[config.mk]
export PLATFORM = sky130hd
export DESIGN_NAME = wwm_projectile_engine_flat
export DESIGN_NICKNAME = d
export VERILOG_FILES = /design/src/rtl/wwm_pkg.sv /design/src/rtl/wwm_projectile_engine_if.sv /design/src/rtl/wwm_bounds_check.sv /design/src/rtl/wwm_projectile_engine.sv /design/src/flat_wrapper.sv
export SDC_FILE = /design/constraint.sdc
export NUM_CORES = 1
export LEC_CHECK = 0
export CAP_MARGIN = 10
export CORE_ASPECT_RATIO = 2
export CORE_MARGIN = 2
export CORE_UTILIZATION = 40
export DETAILED_ROUTE_END_ITERATION = 6
export PLACE_DENSITY = 0.68
export RECOVER_POWER = 25
export SLEW_MARGIN = 20
export SYNTH_ARGS = -nofsm -noshare
export SYNTH_HDL_FRONTEND = slang
export SYNTH_SLANG_ARGS = --single-unit
[constraint.sdc]
create_clock -name clk -period 4 [get_ports clk]
set_clock_uncertainty 0.1 [all_clocks]
set_input_delay 1.2 -clock clk [delete_from_list [all_inputs] [get_ports clk]]
set_output_delay 1.2 -clock clk [all_outputs]
set_load 0.01 [all_outputs]
[src/rtl/wwm_pkg.sv]
// Constants and state encoding shared by the projectile engine and the game controller.
package wwm_pkg;

  typedef enum logic [3:0] {
    ST_IDLE   = 4'b0001,
    ST_FLIGHT = 4'b0010,
    ST_HIT    = 4'b0100,
    ST_MISS   = 4'b1000
  } wwm_state_t;

  localparam logic signed [11:0] X0        = 12'sd200;
  localparam logic signed [11:0] Y0        = 12'sd400;
  localparam logic signed [11:0] TGT_X_MIN = 12'sd650;
  localparam logic signed [11:0] TGT_X_MAX = 12'sd675;
  localparam logic signed [11:0] TGT_Y_MIN = 12'sd470;
  localparam logic signed [11:0] TGT_Y_MAX = 12'sd475;
  localparam logic signed [11:0] BND_X_MIN = 12'sd160;
  localparam logic signed [11:0] BND_X_MAX = 12'sd775;
  localparam logic signed [11:0] BND_Y_MIN = 12'sd50;
  localparam logic signed [11:0] BND_Y_MAX = 12'sd475;

  localparam logic [3:0]        VSCALE            = 4'd2;
  localparam logic signed [9:0] GRAVITY           = 10'sd1;
  localparam logic [9:0]        MAX_TICKS_DEFAULT = 10'd1023;

  // Screen coordinates are unsigned 10b; the internal position may briefly leave that range.
  function automatic logic [9:0] clamp_coord(input logic signed [11:0] v);
    logic [9:0] r;
    if (v < 12'sd0) begin
      r = 10'd0;
    end else if (v > 12'sd1023) begin
      r = 10'd1023;
    end else begin
      r = v[9:0];
    end
    return r;
  endfunction

endpackage

[src/rtl/wwm_projectile_engine_if.sv]
// Fire/animate handshake between the game controller (master) and the projectile engine (slave).
// The wind input exists only when WWM_WIND_EN is defined.
interface wwm_projectile_engine_if;
  logic       tick;
  logic       launch;
  logic       ack;
  logic [3:0] vX;
  logic [3:0] vY;
`ifdef WWM_WIND_EN
  logic [3:0] wind;
`endif
  logic [9:0] proj_x;
  logic [9:0] proj_y;
  logic       busy;
  logic       hit;
  logic       miss;

  modport master (
`ifdef WWM_WIND_EN
    output wind,
`endif
    output tick, launch, ack, vX, vY,
    input  proj_x, proj_y, busy, hit, miss
  );

  modport slave (
`ifdef WWM_WIND_EN
    input  wind,
`endif
    input  tick, launch, ack, vX, vY,
    output proj_x, proj_y, busy, hit, miss
  );
endinterface

[src/rtl/wwm_bounds_check.sv]
// Combinational classification of a projectile position against the target box and play field.
module wwm_bounds_check
  import wwm_pkg::*;
(
  input  logic signed [11:0] i_x,
  input  logic signed [11:0] i_y,
  output logic               o_in_target,
  output logic               o_out_of_bounds
);

  assign o_in_target = (i_x >= TGT_X_MIN) && (i_x <= TGT_X_MAX) &&
                       (i_y >= TGT_Y_MIN) && (i_y <= TGT_Y_MAX);

  // Touching a limit already counts as out.
  assign o_out_of_bounds = (i_x >= BND_X_MAX) || (i_x <= BND_X_MIN) ||
                           (i_y >= BND_Y_MAX) || (i_y <= BND_Y_MIN);

endmodule

[src/rtl/wwm_projectile_engine.sv]
// Projectile integrator with hit/miss verdict held until acknowledged.
// Optional feature: WWM_WIND_EN adds a latched wind input that nudges vx every 8th tick.
module wwm_projectile_engine
  import wwm_pkg::*;
#(
  parameter logic [9:0] MAX_TICKS = MAX_TICKS_DEFAULT
) (
  input  logic                    clk,
  input  logic                    Reset,
  wwm_projectile_engine_if.slave  bus
);

  wwm_state_t        r_state, w_state_nxt;
  logic signed [11:0] r_x, r_y, w_x_nxt, w_y_nxt;
  logic signed [7:0]  r_vx, w_vx_nxt, w_vx_load;
  logic signed [9:0]  r_vy, w_vy_load;
  logic [9:0]         r_tick_cnt;
  logic [9:0]         r_proj_x, r_proj_y;
  logic               r_busy, r_hit, r_miss;
  logic               w_busy_nxt, w_hit_nxt, w_miss_nxt;
  logic               w_in_target, w_out_of_bounds, w_timeout, w_terminal;
  logic               w_load, w_step;

  wwm_bounds_check u_bounds (
    .i_x             (r_x),
    .i_y             (r_y),
    .o_in_target     (w_in_target),
    .o_out_of_bounds (w_out_of_bounds)
  );

  assign w_timeout  = (r_tick_cnt == MAX_TICKS);
  assign w_terminal = w_in_target || w_out_of_bounds || w_timeout;
  assign w_load     = bus.launch && ((r_state == ST_IDLE) || (r_state == ST_HIT) || (r_state == ST_MISS));
  assign w_step     = (r_state == ST_FLIGHT) && bus.tick && !w_terminal;
  assign w_vx_load  = {4'b0000, bus.vX} * {4'b0000, VSCALE};
  assign w_vy_load  = {6'b000000, bus.vY} * {6'b000000, VSCALE};

`ifdef WWM_WIND_EN
  logic signed [3:0] r_wind;
  logic signed [8:0] w_vx_sum;

  assign w_vx_sum = {r_vx[7], r_vx} + {{5{r_wind[3]}}, r_wind};

  // Wind is sampled once per flight.
  always_ff @(posedge clk or posedge Reset) begin
    if (Reset) begin
      r_wind <= 4'sd0;
    end else if (w_load) begin
      r_wind <= bus.wind;
    end
  end

  // Gust applied on every 8th tick, saturated to the vx range.
  always_comb begin
    if (r_tick_cnt[2:0] != 3'd7) begin
      w_vx_nxt = r_vx;
    end else if (w_vx_sum > 9'sd127) begin
      w_vx_nxt = 8'sd127;
    end else if (w_vx_sum < -9'sd128) begin
      w_vx_nxt = -8'sd128;
    end else begin
      w_vx_nxt = w_vx_sum[7:0];
    end
  end
`else
  assign w_vx_nxt = r_vx;
`endif

  // State and verdict register.
  always_ff @(posedge clk or posedge Reset) begin
    if (Reset) begin
      r_state <= ST_IDLE;
      r_busy  <= 1'b0;
      r_hit   <= 1'b0;
      r_miss  <= 1'b0;
    end else begin
      r_state <= w_state_nxt;
      r_busy  <= w_busy_nxt;
      r_hit   <= w_hit_nxt;
      r_miss  <= w_miss_nxt;
    end
  end

  // Next state; a hit takes priority over any miss condition, launch over ack.
  always_comb begin
    w_state_nxt = r_state;
    case (r_state)
      ST_IDLE: begin
        if (bus.launch) w_state_nxt = ST_FLIGHT;
        else            w_state_nxt = ST_IDLE;
      end
      ST_FLIGHT: begin
        if (w_in_target)                       w_state_nxt = ST_HIT;
        else if (w_out_of_bounds || w_timeout) w_state_nxt = ST_MISS;
        else                                   w_state_nxt = ST_FLIGHT;
      end
      ST_HIT, ST_MISS: begin
        if (bus.launch)   w_state_nxt = ST_FLIGHT;
        else if (bus.ack) w_state_nxt = ST_IDLE;
        else              w_state_nxt = r_state;
      end
      default: w_state_nxt = ST_IDLE;
    endcase
  end

  // Output decode of the upcoming state so flags change together with the state flops.
  always_comb begin
    w_busy_nxt = 1'b0;
    w_hit_nxt  = 1'b0;
    w_miss_nxt = 1'b0;
    case (w_state_nxt)
      ST_FLIGHT: w_busy_nxt = 1'b1;
      ST_HIT:    w_hit_nxt  = 1'b1;
      ST_MISS:   w_miss_nxt = 1'b1;
      default:   w_busy_nxt = 1'b0;
    endcase
  end

  always_comb begin
    if (w_load) begin
      w_x_nxt = X0;
      w_y_nxt = Y0;
    end else if (w_step) begin
      w_x_nxt = r_x + {{4{r_vx[7]}}, r_vx};
      w_y_nxt = r_y - {{2{r_vy[9]}}, r_vy};
    end else begin
      w_x_nxt = r_x;
      w_y_nxt = r_y;
    end
  end

  // Motion state; coordinates for the renderer are clamped as they are registered.
  always_ff @(posedge clk or posedge Reset) begin
    if (Reset) begin
      r_x        <= X0;
      r_y        <= Y0;
      r_vx       <= 8'sd0;
      r_vy       <= 10'sd0;
      r_tick_cnt <= 10'd0;
      r_proj_x   <= clamp_coord(X0);
      r_proj_y   <= clamp_coord(Y0);
    end else begin
      r_x      <= w_x_nxt;
      r_y      <= w_y_nxt;
      r_proj_x <= clamp_coord(w_x_nxt);
      r_proj_y <= clamp_coord(w_y_nxt);
      if (w_load) begin
        r_vx       <= w_vx_load;
        r_vy       <= w_vy_load;
        r_tick_cnt <= 10'd0;
      end else if (w_step) begin
        r_vx <= w_vx_nxt;
        r_vy <= r_vy - GRAVITY;
        if (r_tick_cnt != MAX_TICKS) r_tick_cnt <= r_tick_cnt + 10'd1;
      end
    end
  end

  assign bus.proj_x = r_proj_x;
  assign bus.proj_y = r_proj_y;
  assign bus.busy   = r_busy;
  assign bus.hit    = r_hit;
  assign bus.miss   = r_miss;

endmodule

[src/flat_wrapper.sv]
// flat-port wrapper written by rule: the top's interface ports become plain ports
module wwm_projectile_engine_flat import wwm_pkg::*;
#(
  parameter logic [9:0] MAX_TICKS = MAX_TICKS_DEFAULT
)
  (clk, Reset, bus_tick, bus_launch, bus_ack, bus_vX, bus_vY, bus_proj_x, bus_proj_y, bus_busy, bus_hit, bus_miss);
  wwm_projectile_engine_if bus_i ();
  input  logic clk;
  input  logic Reset;
  input wire logic [$bits(bus_i.tick)-1:0] bus_tick;
  input wire logic [$bits(bus_i.launch)-1:0] bus_launch;
  input wire logic [$bits(bus_i.ack)-1:0] bus_ack;
  input wire logic [$bits(bus_i.vX)-1:0] bus_vX;
  input wire logic [$bits(bus_i.vY)-1:0] bus_vY;
  output wire logic [$bits(bus_i.proj_x)-1:0] bus_proj_x;
  output wire logic [$bits(bus_i.proj_y)-1:0] bus_proj_y;
  output wire logic [$bits(bus_i.busy)-1:0] bus_busy;
  output wire logic [$bits(bus_i.hit)-1:0] bus_hit;
  output wire logic [$bits(bus_i.miss)-1:0] bus_miss;
  assign bus_i.tick = bus_tick;
  assign bus_i.launch = bus_launch;
  assign bus_i.ack = bus_ack;
  assign bus_i.vX = bus_vX;
  assign bus_i.vY = bus_vY;
  assign bus_proj_x = bus_i.proj_x;
  assign bus_proj_y = bus_i.proj_y;
  assign bus_busy = bus_i.busy;
  assign bus_hit = bus_i.hit;
  assign bus_miss = bus_i.miss;
  wwm_projectile_engine #(.MAX_TICKS(MAX_TICKS)) u_core (.clk(clk), .Reset(Reset), .bus(bus_i));
endmodule
Word level (Yosys, flattened, before mapping)
Cells that the tools add are included.

storage, ports and cells
  flip-flop bits (word level) = 75
  bits in latches = 0
  RAM bits = 0
  memory bits (read-only) = 0
  input port bits = 13
  word-level logic and storage cells = 77
  memories kept = 0

operators by class
  $add $sub $neg = 4
  $mul = 0
  divide/modulo/power cells = 0
  $lt $le $gt $ge = 12
  equal/unequal tests = 9
  shift operators = 0
  mux-type cells = 22
  bitwise gates (word level) = 0
  reductions and logical operators = 19

operators with widths
  kind                                                                 count
  two-way mux 10 bit                                                   9
  two-way mux 12 bit                                                   4
  greater-or-equal comparator 12 x 10 -> 1 bit, second input constant  2
  greater-or-equal comparator 12 x 11 -> 1 bit, second input constant  2
  greater-than comparator 12 x 11 -> 1 bit, second input constant      2
  < comparator 12 x 1 -> 1 bit, second input constant                  2
  two-way mux 4 bit                                                    4
  adder 12 x 5 -> 12 bit                                               1
  <= comparator 12 x 10 -> 1 bit, second input constant                1
  <= comparator 12 x 11 -> 1 bit, second input constant                1
  <= comparator 12 x 7 -> 1 bit, second input constant                 1
  <= comparator 12 x 9 -> 1 bit, second input constant                 1
  one-hot mux 4 bit (3 select lines)                                   1
  subtractor 12 bit                                                    1
  adder 10 x 1 -> 10 bit, second input constant                        1
  == test 10 bit, second input constant                                1
  inequality test 10 bit, second input constant                        1
  subtractor 10 x 2 -> 10 bit, second input constant                   1
  == test 4 x 2 -> 1 bit, second input constant                        2
  == test 4 x 3 -> 1 bit, second input constant                        2
  == test 4 bit, second input constant                                 2
  logical OR 1 bit                                                     8
  logical AND 1 bit                                                    6
  == test 4 x 1 -> 1 bit, second input constant                        1
  6 further kinds                                                      9

Depth between registers and ports, before layout
  depth after elaboration = 13
  depth in mapped cells = 11
  mapped depth without buffers = 11

Hierarchy
Synthesis repeated with hierarchy kept, for this count alone.

unflattened totals
  cell total of the unflattened synthesis = 425
  area total of the unflattened synthesis = 4,035.1 um^2

by module, submodules not included
  module                 times used  cells each  area an instance (um^2)
  wwm_projectile_engine  1           388         3,811.2
  wwm_bounds_check       1           37          224.0

Least setup slack after synthesis
Ideal clock, no wire load.

  path kind = input-to-reg
  start point = in bus_launch
  end point = reg u_core.r_proj_y[1], in the netlist u_core.bus.proj_y[1]
  setup time = 0.161 ns
  arrival = 2.529 ns
  setup slack = 1.210 ns
  cell stages on the path = 6
  cells stage by stage = nor2b_1 > o21a_1 > clkbuf_1 > a2111oi_0 > a311oi_1 > a21oi_1

between the ends
  longest elaborated chain between the ends = 5

ends and longest elaborated chain
  what                                      RTL line                      text
  from (decl)                               flat_wrapper.sv:11            input wire logic [$bits(bus_i.launch)-1:0] bus_launch;
  logical AND 1 bit (*)                     wwm_projectile_engine.sv:33   assign w_load = bus.launch && ((r_state == ST_IDLE) || (r_state == ST_HIT) || (r_state == ST_MISS));
  two-way mux 12 bit (*)                    wwm_projectile_engine.sv:120  if (w_load) begin
  greater-than comparator 12 x 11 -> 1 bit  wwm_pkg.sv:31                 end else if (v > 12'sd1023) begin
  two-way mux 10 bit                        wwm_pkg.sv:31
  two-way mux 10 bit (*)                    wwm_pkg.sv:29                 if (v < 12'sd0) begin
  to (signal assigned)                      wwm_projectile_engine.sv:141  r_proj_y <= clamp_coord(Y0);
  to (signal assigned)                      wwm_projectile_engine.sv:146  r_proj_y <= clamp_coord(w_y_nxt);
  to (decl)                                 wwm_projectile_engine.sv:18   logic [9:0] r_proj_x, r_proj_y;

Mark *: on every way between the ends. The rest lies on a longest branch, timed or not.
A chain may end at the register's enable or synchronous reset.

Final worst setup path
  start point = reg u_core.r_y[0]
  end point = reg u_core.r_proj_y[1], in the netlist u_core.bus.proj_y[1]

between the ends
  longest elaborated chain between the ends = 12

ends and longest elaborated chain
  what                                                                    RTL line                                        text
  from (decl)                                                             wwm_projectile_engine.sv:14                     logic signed [11:0] r_x, r_y, w_x_nxt, w_y_nxt;
  from (signal assigned)                                                  wwm_projectile_engine.sv:144                    r_y <= w_y_nxt;
  greater-or-equal comparator 12 x 10 -> 1 bit, on equally long branches  wwm_bounds_check.sv:12, wwm_bounds_check.sv:16
  logical AND 1 bit or logical OR 1 bit (tied branches)                   wwm_bounds_check.sv:11, wwm_bounds_check.sv:15
  logical AND 1 bit or logical OR 1 bit (tied branches)                   wwm_bounds_check.sv:12, wwm_bounds_check.sv:16
  logical OR 1 bit (2 in series)                                          wwm_projectile_engine.sv:32                     assign w_terminal = w_in_target || w_out_of_bounds || w_timeout;
  logical NOT 1 bit                                                       wwm_projectile_engine.sv:34                     assign w_step = (r_state == ST_FLIGHT) && bus.tick && !w_terminal;
  logical AND 1 bit                                                       wwm_projectile_engine.sv:34
  two-way mux 12 bit (*)                                                  wwm_projectile_engine.sv:123                    end else if (w_step) begin
  two-way mux 12 bit (*)                                                  wwm_projectile_engine.sv:120
  greater-than comparator 12 x 11 -> 1 bit                                wwm_pkg.sv:31
  two-way mux 10 bit                                                      wwm_pkg.sv:31
  two-way mux 10 bit (*)                                                  wwm_pkg.sv:29

Marks and branches as above.

==> flow_summary_export.csv <==
group,metric,value,unit
die,floorplan.initialDensity,41.1,%
power_and_ir_drop,leakage,2.17,nW
cts,cts.path.max_buffers,2,
global_route,antenna_found_initial,0,
die,core,10100,µm²
critical_path,cp_slowest_cell,"a21oi_2",
drt,initialDrtViolationCount,204,
timing,rsz0062_at_grt,"false",
cts,ctsResizeCount,0,
die,die_area,11300,µm²
synth,synth-seq-cells,75,
synth,syn_avg_cell_area,9.60,µm²
drt,dr.pass1.iters,4,
timing,fmax,317,MHz
synth,synth_top_area_cell,"dfrtp_1",
drt,vias,3464,
critical_path,critPathKind,"reg2reg",
global_route,grt_overflow,0,
layout,drive_gt1_share,10.5,%
die,die_height,148,µm
synth,synth_area_leaders,"dfrtp_1 37%, dfstp_2 8.2%, ha_1 5.1%",
die,die_w,76.2,µm
timing,slew_viol_final,0,
die,io_pins,36,
cts,post_cts_buffers,0,
drt,routedWlPerCell,17.5,µm
power_and_ir_drop,powerDensity,686,nW/µm²
global_route,top_usage_layer,"met2",
cts,cts.sinks,75,
synth,synth.distinct_cells,63,
die,num_rows,52,
global_route,first_global_vias,3635,
power_and_ir_drop,p_comb_share,42.9,%
layout,synthToLayoutAreaGrowth,19.3,%
critical_path,slowest_delay,0.42,ns
worst_hold_path,worstHoldPathType,"reg2reg",
power_and_ir_drop,pwr-share-seq,33.1,%
timing,hold_viol,0,
global_route,gr-usage-met3,3.09,%
synth,yosysSeqAreaShare,45.4,%
synth,synth_area,4170,µm²
cts,clk_pin_slew,0.06,ns
drt,drt-total-wl,10700,µm
drt,viasPerCell,5.65,
synth,synth_ff_type,"dfrtp_1",
synth,synth_top_area_share,37.2,%
critical_path,required,4.10,ns
critical_path,path_max_fanout,9,
placement,dp_hpwl,8100,µm
synth,synth_edf_count,0,
placement,dp_slack,0.612,ns
global_route,grt_max_degree,51,
critical_path,cp.arrival,3.26,ns
global_route,grtUsageTotal,20.0,%
cts,cts_hold_buf,0,
power_and_ir_drop,peakVddDrop,0.322,mV
synth,async_flop_share,100,%
power_and_ir_drop,p_sw,1.31,mW
global_route,grt_pass1_wl,17400,µm
cts,cts_root_buffer,"clkbuf_16",
timing,period_minus_slack,3.15,ns
placement,place_congestion,0.882,
critical_path,start_kind,"register",
global_route,met2_usage,38.8,%
synth,synth_fp_nets,467,
cts,insertion_delay,0.34,ns
timing,worstMarginPinSlew,1.04,ns
run_status,outcome,"complete, no violations",
power_and_ir_drop,internal-power,2.10,mW
critical_path,crit_path_end_kind,"register",
drt,postRouteAntennaNets,0,
synth,syn_inst,435,
synth,yosysWarnings,0,
timing,slew_headroom,30.6,%
global_route,grtUsageMet1,18.2,%
timing,setup_tns,0,ns
power_and_ir_drop,clockPowerShare,24.0,%
run,maxCapViolations,0,
cts,cts_buffers,9,
cts,htreeDepth,3,
layout,final_cell_mix,"62 x dfrtp_1, 45 x nor2_1, 43 x nand2_1",
power_and_ir_drop,power.share.switching,38.4,%
cts,cts_tree,"done",
timing,min_period_over_period,78.8,%
drt,drc,0,
timing,setup_ws,0.846,ns
layout,diodes,0,
layout,finalNetCount,505,
placement,portBuffers,35,
critical_path,crit_path_cell_trace,"inv_1, ha_1, inv_1, fa_1, a21oi_1, o211ai_1, o41ai_1, buf_4, o311ai_0, a21oi_2, a21oi_1",
timing,finalSetupViolCount,0,
layout,layout_commonest_cell,"dfrtp_1",
## worst max-delay path, delay by kind of cell (launching register included)
kind	cells	cell delay (ns)
buffers and inverters	3	0.37
AOI/OAI and AO/OA	6	1.55
adders and majority gates	2	0.58
DFF	1	0.41
## per-layer routing
metal / share of wire (%) / routed length, µm
met5: 0 / 0
met3: 2.7 / 289
met1: 34 / 3630
met2: 57 / 6170
met4: 6.0 / 645
## layout make-up
class                   instances  area [µm²]
multi-input cells             325        2120
inverters                      19        71.3
clock buffers                  11         243
well taps                     135         169
fillers                       970        5170
flip-flops and latches         75        1890
repair buffers                 43         423
clock inverters                 5        62.6
## state kept, by name, indices dropped and copies added, names as in the netlist
register / count
u_core.bus.hit: 1
u_core.bus.proj_y: 10
u_core.r_y: 12
u_core.r_vx: 4
u_core.r_tick_cnt: 10
u_core.r_state: 4
u_core.bus.miss: 1
u_core.bus.busy: 1
u_core.bus.proj_x: 10
u_core.r_vy: 10
u_core.r_x: 12
## path summary, 6_finish.rpt
kind | from | end | slack (ns) | depth (start not counted)
max in group asynchronous | Reset | u_core.r_state[0] | 1.47 | 3
setup / recovery | u_core.r_y[0] | u_core.bus.proj_y[1] | 0.85 | 11
setup reg to reg | u_core.r_y[0] | u_core.bus.proj_y[1] | 0.85 | 11
hold / removal | u_core.r_vx[1] | u_core.r_vx[1] | 0.39 | 2
hold reg to reg | u_core.r_vx[1] | u_core.r_vx[1] | 0.39 | 2
min in group asynchronous | Reset | u_core.r_vy[2] | 1.46 | 2
## synthesized netlist by cell type (3+ instances only)
| cell | number |
|---|---|
| a21oi_1 | 35 |
| a31oi_1 | 3 |
| nor2_1 | 45 |
| and3_1 | 10 |
| nor3_1 | 9 |
| nand3_1 | 16 |
| dfstp_2 | 13 |
| nand2b_1 | 3 |
| clkbuf_1 | 9 |
| or2_2 | 5 |
| dfrtp_1 | 62 |
| xor2_1 | 8 |
| inv_1 | 19 |
| nand4_1 | 7 |
| o311ai_0 | 3 |
| buf_2 | 3 |
| o21ai_0 | 14 |
| o21a_1 | 6 |
| or4_1 | 4 |
| nor2b_1 | 6 |
| a21o_1 | 3 |
| mux2i_1 | 12 |
| or3_1 | 5 |
| buf_6 | 3 |
| nor4_1 | 5 |
| nand2_1 | 43 |
| and2_1 | 4 |
| xnor2_1 | 19 |
| ha_1 | 17 |
## stage by stage
step                power, mW  cell area [µm²]  hold slack [ns]  utilization (%)  instances
floorplan                2.15             4170            0.352                -        435
global placement         2.56             4680            0.390             46.1        597
detailed placement       2.60             4680            0.383             46.1        597
CTS                      3.44             4980            0.397             49.1        613
global route             3.64             4980            0.418             49.1        613
finish                   3.42             4980            0.387             49.1        613
## power groups by stage
stage	Clock (mW)	Sequential [mW]	Combinational [mW]
floorplan	0	1.10	1.05
global placement	0	1.14	1.43
detailed placement	0	1.14	1.46
CTS	0.835	1.13	1.47
global route	0.868	1.15	1.62
finish	0.821	1.13	1.46
## cells by family (layout without fill, tap and decap cells)
family                     count (synthesis)  after routing  share of synthesized area [%]
DFF                                       75             75                           45.4
xor gates and xnor gates                  27             27                           5.67
muxes                                     13             13                           3.24
AOI/OAI and AO/OA                         95             95                           15.5
adders and majority gates                 19             19                           6.06
buffers and inverters                     35             78                           3.87
and+or+nand+nor                          171            171                           20.3
Power figures use the tool's default switching activity.
